## src/rtl/comp_scheduler.sv

```systemverilog
// comp_scheduler: splits page jobs across N_CORES compression cores and
// returns completions in dispatch order.
// Optional feature macro: COMP_SCHED_STATS_EN enables the stat_pages and
// stat_bytes_out counters. Without it, both outputs are tied to zero.
module comp_scheduler #(
    parameter int N_CORES         = 6,
    parameter int PAGE_BYTES      = 8192,
    parameter int VADDR_BITS      = 48,
    parameter int PAGE_SIZE_WIDTH = $clog2(PAGE_BYTES + 1)
) (
    input  logic                               aclk,
    input  logic                               areset,
    input  logic                               s_job_valid,
    output logic                               s_job_ready,
    input  logic [VADDR_BITS-1:0]              s_job_vaddr,
    input  logic [31:0]                        s_job_len,
    output logic [N_CORES-1:0]                 m_core_valid,
    input  logic [N_CORES-1:0]                 m_core_ready,
    output logic [VADDR_BITS-1:0]              m_core_vaddr,
    output logic [PAGE_SIZE_WIDTH-1:0]         m_core_len,
    input  logic [N_CORES-1:0]                 core_done,
    input  logic [N_CORES*PAGE_SIZE_WIDTH-1:0] core_done_size,
    output logic                               m_cpl_valid,
    input  logic                               m_cpl_ready,
    output logic [VADDR_BITS-1:0]              m_cpl_vaddr,
    output logic [PAGE_SIZE_WIDTH-1:0]         m_cpl_size,
    output logic                               m_cpl_last,
    output logic [31:0]                        stat_pages,
    output logic [47:0]                        stat_bytes_out
);

    localparam int CW = (N_CORES > 1) ? $clog2(N_CORES) : 1;
    localparam int PW = PAGE_SIZE_WIDTH;
    localparam logic [CW:0]   N_WRAP      = (CW+1)'(N_CORES);
    localparam logic [CW:0]   ONE_CNT     = 1;
    localparam logic [31:0]   PAGE_LEN32  = 32'(PAGE_BYTES);
    localparam logic [PW-1:0] PAGE_LEN_PW = PW'(PAGE_BYTES);

    typedef logic [VADDR_BITS-1:0] vaddr_t;
    typedef logic [PW-1:0]         page_size_t;
    typedef enum logic {IDLE = 1'b0, ISSUE = 1'b1} state_t;

    // Increment a core index, wrapping at N_CORES.
    function automatic logic [CW-1:0] wrap_inc(input logic [CW-1:0] v);
        logic [CW:0] s;
        s = {1'b0, v} + ONE_CNT;
        if (s >= N_WRAP) s = '0;
        return s[CW-1:0];
    endfunction

    state_t               state_reg, state_next;
    logic                 ready_reg;
    vaddr_t               vaddr_reg, vaddr_next;
    logic [31:0]          rem_reg, rem_next;
    logic [CW-1:0]        rr_reg, rr_next;
    logic [N_CORES-1:0]   busy_reg, busy_next;
    logic [N_CORES-1:0]   core_valid_reg, core_valid_next;
    logic [CW-1:0]        disp_idx_reg, disp_idx_next;

    // Order FIFO: one entry per page in flight, never deeper than N_CORES
    // because a page only leaves when its core goes busy.
    logic [CW-1:0]        fifo_core  [N_CORES];
    vaddr_t               fifo_vaddr [N_CORES];
    logic                 fifo_last  [N_CORES];
    logic [CW-1:0]        wr_ptr_reg, rd_ptr_reg;
    logic [CW:0]          count_reg;
    logic [CW-1:0]        head_core;

    logic                 cpl_valid_reg;
    vaddr_t               cpl_vaddr_reg;
    page_size_t           cpl_size_reg;
    logic                 cpl_last_reg;
    logic [CW-1:0]        cpl_core_reg;

    logic [N_CORES-1:0]          result_valid;
    logic [N_CORES-1:0][PW-1:0]  result_size;

    logic                 job_hs, disp_hs, cpl_hs;
    logic                 page_last;
    page_size_t           page_len;
    logic [N_CORES-1:0]   disp_mask, free_mask;
    logic                 sel_found;
    logic [CW-1:0]        sel_idx;
    logic [CW:0]          cand;

    assign job_hs    = s_job_valid && ready_reg;
    assign disp_hs   = |(core_valid_reg & m_core_ready);
    assign cpl_hs    = cpl_valid_reg && m_cpl_ready;
    assign page_last = (rem_reg <= PAGE_LEN32);
    assign page_len  = page_last ? rem_reg[PW-1:0] : PAGE_LEN_PW;
    assign head_core = fifo_core[rd_ptr_reg];

    // Per-core masks plus the result register that catches each done pulse.
    for (genvar gi = 0; gi < N_CORES; gi++) begin : g_core
        logic       rv_reg;
        page_size_t rs_reg;

        assign disp_mask[gi] = disp_hs && (disp_idx_reg == CW'(gi));
        assign free_mask[gi] = cpl_hs && (cpl_core_reg == CW'(gi));

        // Latch the compressed size once per busy period; stray pulses are ignored.
        always_ff @(posedge aclk) begin
            if (areset) begin
                rv_reg <= 1'b0;
                rs_reg <= '0;
            end else if (free_mask[gi]) begin
                rv_reg <= 1'b0;
            end else if (core_done[gi] && busy_reg[gi] && !rv_reg) begin
                rv_reg <= 1'b1;
                rs_reg <= core_done_size[gi*PW +: PW];
            end
        end

        assign result_valid[gi] = rv_reg;
        assign result_size[gi]  = rs_reg;
    end

    // FSM state register.
    always_ff @(posedge aclk) begin
        if (areset) state_reg <= IDLE;
        else        state_reg <= state_next;
    end

    // Next-state logic and the job cursor (address, remaining bytes, rr, busy).
    always_comb begin
        state_next = state_reg;
        vaddr_next = vaddr_reg;
        rem_next   = rem_reg;
        rr_next    = rr_reg;
        busy_next  = (busy_reg & ~free_mask) | disp_mask;
        case (state_reg)
            IDLE: begin
                if (job_hs && (s_job_len != 32'd0)) begin
                    state_next = ISSUE;
                    vaddr_next = s_job_vaddr;
                    rem_next   = s_job_len;
                end
            end
            ISSUE: begin
                if (disp_hs) begin
                    vaddr_next = vaddr_reg + VADDR_BITS'(page_len);
                    rem_next   = rem_reg - 32'(page_len);
                    rr_next    = wrap_inc(disp_idx_reg);
                    if (page_last) state_next = IDLE;
                end
            end
            default: state_next = IDLE;
        endcase
    end

    // Round-robin search over next-cycle idle cores, so a core freed or a
    // pointer moved this cycle is already visible to the next dispatch.
    always_comb begin
        sel_found = 1'b0;
        sel_idx   = '0;
        cand      = '0;
        for (int k = 0; k < N_CORES; k++) begin
            cand = {1'b0, rr_next} + (CW+1)'(k);
            if (cand >= N_WRAP) cand = cand - N_WRAP;
            if (!sel_found && !busy_next[cand[CW-1:0]]) begin
                sel_found = 1'b1;
                sel_idx   = cand[CW-1:0];
            end
        end
    end

    // Dispatch valid: hold while unaccepted, otherwise offer the next page.
    always_comb begin
        core_valid_next = '0;
        disp_idx_next   = disp_idx_reg;
        if ((|core_valid_reg) && !disp_hs) begin
            core_valid_next = core_valid_reg;
        end else if ((state_next == ISSUE) && sel_found) begin
            core_valid_next[sel_idx] = 1'b1;
            disp_idx_next            = sel_idx;
        end
    end

    // Job cursor, core bookkeeping and registered dispatch outputs.
    always_ff @(posedge aclk) begin
        if (areset) begin
            ready_reg      <= 1'b0;
            vaddr_reg      <= '0;
            rem_reg        <= '0;
            rr_reg         <= '0;
            busy_reg       <= '0;
            core_valid_reg <= '0;
            disp_idx_reg   <= '0;
        end else begin
            ready_reg      <= (state_next == IDLE);
            vaddr_reg      <= vaddr_next;
            rem_reg        <= rem_next;
            rr_reg         <= rr_next;
            busy_reg       <= busy_next;
            core_valid_reg <= core_valid_next;
            disp_idx_reg   <= disp_idx_next;
        end
    end

    // Order FIFO storage; contents are don't-care until pointers say otherwise.
    always_ff @(posedge aclk) begin
        if (disp_hs) begin
            fifo_core[wr_ptr_reg]  <= disp_idx_reg;
            fifo_vaddr[wr_ptr_reg] <= vaddr_reg;
            fifo_last[wr_ptr_reg]  <= page_last;
        end
    end

    // Order FIFO pointers and occupancy.
    always_ff @(posedge aclk) begin
        if (areset) begin
            wr_ptr_reg <= '0;
            rd_ptr_reg <= '0;
            count_reg  <= '0;
        end else begin
            if (disp_hs) wr_ptr_reg <= wrap_inc(wr_ptr_reg);
            if (cpl_hs)  rd_ptr_reg <= wrap_inc(rd_ptr_reg);
            case ({disp_hs, cpl_hs})
                2'b10:   count_reg <= count_reg + ONE_CNT;
                2'b01:   count_reg <= count_reg - ONE_CNT;
                default: count_reg <= count_reg;
            endcase
        end
    end

    // Completion register: loads when the oldest page's core has reported.
    always_ff @(posedge aclk) begin
        if (areset) begin
            cpl_valid_reg <= 1'b0;
            cpl_vaddr_reg <= '0;
            cpl_size_reg  <= '0;
            cpl_last_reg  <= 1'b0;
            cpl_core_reg  <= '0;
        end else if (cpl_hs) begin
            cpl_valid_reg <= 1'b0;
        end else if (!cpl_valid_reg && (count_reg != '0) && result_valid[head_core]) begin
            cpl_valid_reg <= 1'b1;
            cpl_vaddr_reg <= fifo_vaddr[rd_ptr_reg];
            cpl_size_reg  <= result_size[head_core];
            cpl_last_reg  <= fifo_last[rd_ptr_reg];
            cpl_core_reg  <= head_core;
        end
    end

`ifdef COMP_SCHED_STATS_EN
    logic [31:0] pages_reg;
    logic [47:0] bytes_reg;

    // Wrapping counters of dispatched pages and delivered compressed bytes.
    always_ff @(posedge aclk) begin
        if (areset) begin
            pages_reg <= '0;
            bytes_reg <= '0;
        end else begin
            if (disp_hs) pages_reg <= pages_reg + 32'd1;
            if (cpl_hs)  bytes_reg <= bytes_reg + 48'(cpl_size_reg);
        end
    end

    assign stat_pages     = pages_reg;
    assign stat_bytes_out = bytes_reg;
`else
    assign stat_pages     = '0;
    assign stat_bytes_out = '0;
`endif

    assign s_job_ready  = ready_reg;
    assign m_core_valid = core_valid_reg;
    assign m_core_vaddr = vaddr_reg;
    assign m_core_len   = page_len;
    assign m_cpl_valid  = cpl_valid_reg;
    assign m_cpl_vaddr  = cpl_vaddr_reg;
    assign m_cpl_size   = cpl_size_reg;
    assign m_cpl_last   = cpl_last_reg;

endmodule

```

## config.mk

```make
export PLATFORM = sky130hd
export DESIGN_NAME = comp_scheduler
export DESIGN_NICKNAME = d
export VERILOG_FILES = /design/src/rtl/comp_scheduler.sv
export SDC_FILE = /design/constraint.sdc
export NUM_CORES = 1
export LEC_CHECK = 0
export ABC_AREA = 1
export CORE_MARGIN = 2
export CORE_UTILIZATION = 58
export DETAILED_ROUTE_END_ITERATION = 8
export DONT_BUFFER_PORTS = 1
export PLACE_DENSITY_LB_ADDON = 0.2
export SLEW_MARGIN = 20
export SYNTH_ARGS = -nofsm -noshare
export SYNTH_HDL_FRONTEND = slang
export SYNTH_SLANG_ARGS = --single-unit
```

## constraint.sdc

```tcl
create_clock -name aclk -period 10.4 [get_ports aclk]
set_input_delay 2.08 -clock aclk [delete_from_list [all_inputs] [get_ports aclk]]
set_output_delay 2.08 -clock aclk [all_outputs]
set_load 0.005 [all_outputs]
```

==> flow_metrics.tcl <==
set metrics [dict create \
    gp_congestion 0.922 \
    crit_family "simple AND/OR/NAND/NOR gates" \
    overflow 0 \
    crit_path_max_incr_delay_ns 0.51 \
    dieArea_um2 48500 \
    grt_pass1_wl_um 112000 \
    cts_buffers 59 \
    first_iter_violations 2203 \
    worst_r2r_endpoint "m_core_vaddr[37]" \
    tritoncts "yes" \
    drt-total-wl_um 73300 \
    core_um2 46400 \
    track_usage 0.298 \
    max_freq_ghz 0.201 \
    hpwl_um 48200 \
    wl_per_cell_um 20.1 \
    hold_viol_final 0 \
    postCtsSetupRepairBufs 0 \
    hold_buffers 0 \
    cp_num_cells 25 \
    cp_max_fo 11 \
    clkTransAtPathRegs_ns 0.06 \
    timing.rr.start "rem_reg[20]" \
    rows 79 \
    yosys-top-cells-count "545 x nand2_1, 408 x nor2_1, 312 x edfxtp_1" \
    seq_area_frac_synth 0.545 \
    ir_worst_vdd_mv 0.127 \
    fin_crit_sh 0.478 \
    total_leakage_power_nw 11.1 \
    tightest_slew_ns 1.08 \
    largest_reg_flops 288 \
    path_class "primary input to flip-flop" \
    nFillCells 3852 \
    grt_antenna_before_repair 12 \
    cp.arrival_ns 5.48 \
    crit_buf_inv 2 \
    ys_ff_latch 582 \
    holdPathEnd "rem_reg[0]" \
    cts_buffer_depth 3 \
    regToRegSetupSlack_ns 5.86 \
    io_pins 393 \
    vias 21440 \
    synth_area_um2 27100 \
    relSlewSlack 0.280 \
    power_density_nw_per_um2 200 \
    cts-resized-gates 0 \
    synth.most_common_cell "nand2_1" \
    ys_top_cells_by_area "edfxtp_1 35%, dfxtp_1 20%, nand2_1 7.5%" \
    yosysTopAreaCell "edfxtp_1" \
    drcViolationCount 0 \
    avgSynthCellArea_um2 8.91 \
    antenna_left 0 \
    status "complete, no violations" \
    drt_pass1_iterations 5 \
    die_width_um 220 \
    worstHoldStart "rem_reg[0]" \
    finalSetupViolations 0 \
    nets 3181 \
    crit_top_cell "nand2_1" \
    clock_sinks 582 \
    synth_edf_count 312 \
    drive_gt1_frac 0.0793 \
    cp_slowest_cell "o21ai_0" \
    htree_num_levels 2 \
    cap_violations 0 \
    clk_latency_ns 0.64 \
    cts_root_buf "clkbuf_16" \
    ys.flop_type "edfxtp_1" \
    fin_total_pwr_w 0.00584 \
    fp.dieH_um 220 \
    fin_crit_ns 4.98 \
    fin_skew_ns 0.0283 \
    areaGrowthSynthToFinish_pct 7.89 \
    required_ns 10.90 \
    endpoint_kind "flip-flop" \
    initial_core_util 0.585 \
    worstHoldPathType "flip-flop to flip-flop" \
    min_delay_path_depth 2 \
    syn_inst 3043 \
    io_buffers 0 \
    grt_max_degree 109 \
    viasPerCell 5.89 \
    drv_slew 0 \
    reg2reg_depth 21 \
    grt_pass1_vias 20076 \
    synth-async-reset-ratio 0 \
    synth_top_area_frac 0.345 \
    crit_path_start_kind "primary input" \
    rsz0062_at_grt "false" \
    fin_tns_setup_ns 0 \
    ys_types 70 \
    yosysWarnings 0 \
]
-- final cells by class --
cell class	count	area, um2	share of cell area
inverters	198	753	0.0257
well taps	607	759	0.0259
flip-flops and latches	582	14800	0.505
repair buffers	25	188	0.00641
clock buffers	79	1670	0.0572
clock inverters	33	373	0.0127
diodes	15	37.5	0.00128
multi-input cells	2098	10700	0.366
-- cells by family after synthesis --
logic type,share of synthesized area
compound gates,0.163
xor+xnor,0.0107
fa+ha+maj,0.0176
buf+inv,0.0741
flops,0.545
other cells,0.000277
simple gates,0.189
-- worst max-delay path by stage --
stage	slack [ns]	from	endpoint
2_1_floorplan	3.63	m_core_ready[2]	fifo_core[4][0]
3_3_place_gp	4.90	m_core_ready[2]	m_core_valid[3]
3_5_place_dp	4.82	m_core_ready[3]	m_core_valid[2]
4_1_cts	5.46	m_core_ready[3]	m_core_valid[3]
5_1_grt	4.98	m_core_ready[3]	m_core_valid[5]
6_report	5.42	m_core_ready[3]	m_core_valid[3]
-- worst register-to-register path, stage by stage (launching register included) --
cell	delay, ns
dfxtp_1	0.35
nor2_1	0.21
inv_1	0.12
nor3_4	0.23
nand3_2	0.11
nor2_2	0.17
nand2_4	0.22
nor2_1	0.35
ha_1	0.24
inv_2	0.07
o21ai_0	0.15
a21oi_1	0.10
o21ai_1	0.39
and2_1	0.20
o211ai_1	0.14
nor2_2	0.36
nand3_1	0.27
o21ai_0	0.25
inv_1	0.05
o21ai_0	0.20
o211ai_1	0.13
a21oi_1	0.17
-- routing by layer --
layer	global-route usage	vias to the layer above	wire, um
met4	0.114	2	2350
li1	-	10218	-
met1	0.388	10267	29700
met3	0.0788	132	6660
met5	0	-	10
met2	0.478	821	34600
-- report_power, final --
group	total (W)	switching, W	internal [W]
registers	0.00273	0.000160	0.00257
logic	0.000915	0.000633	0.000282
clock network	0.00220	0.000915	0.00128
total	0.00584	0.00171	0.00413
-- cell usage in the layout, fill, tap and decap left out, types with 7 or more instances in the layout --
master / instances
nor2_2: 13
o22ai_1: 53
xor2_1: 19
o21ai_1: 11
o32ai_1: 14
diode_2: 15
clkbuf_8: 8
inv_2: 18
nor2_1: 405
nand2_2: 17
nand3_2: 11
inv_1: 172
edfxtp_1: 312
clkbuf_16: 61
nand3_1: 105
conb_1: 81
nand2_1: 543
nand4_1: 28
o21a_1: 17
a21oi_1: 210
o21ai_0: 286
o211ai_1: 27
nor2_4: 8
clkinv_1: 7
dfxtp_1: 267
a32o_1: 53
xnor2_1: 14
nor3_1: 28
clkbuf_1: 10
ha_1: 35
nor4_1: 15
a31oi_1: 27
clkinv_2: 19
o21bai_1: 8
buf_4: 25
-- through the flow --
stage | setup slack (ns) | std cells | area (um2) | utilization | hold slack, ns
5_1_grt | 4.98 | 3630 | 29300 | 0.631 | 0.479
3_5_place_dp | 4.82 | 3510 | 27200 | 0.586 | 0.454
2_1_floorplan | 3.63 | 3122 | 27400 | - | 0.430
4_1_cts | 5.46 | 3622 | 29200 | 0.631 | 0.463
3_3_place_gp | 4.90 | 3510 | 27200 | 0.586 | 0.440
6_report | 5.42 | 3637 | 29300 | 0.631 | 0.471
(Power assumes the default switching activity.)
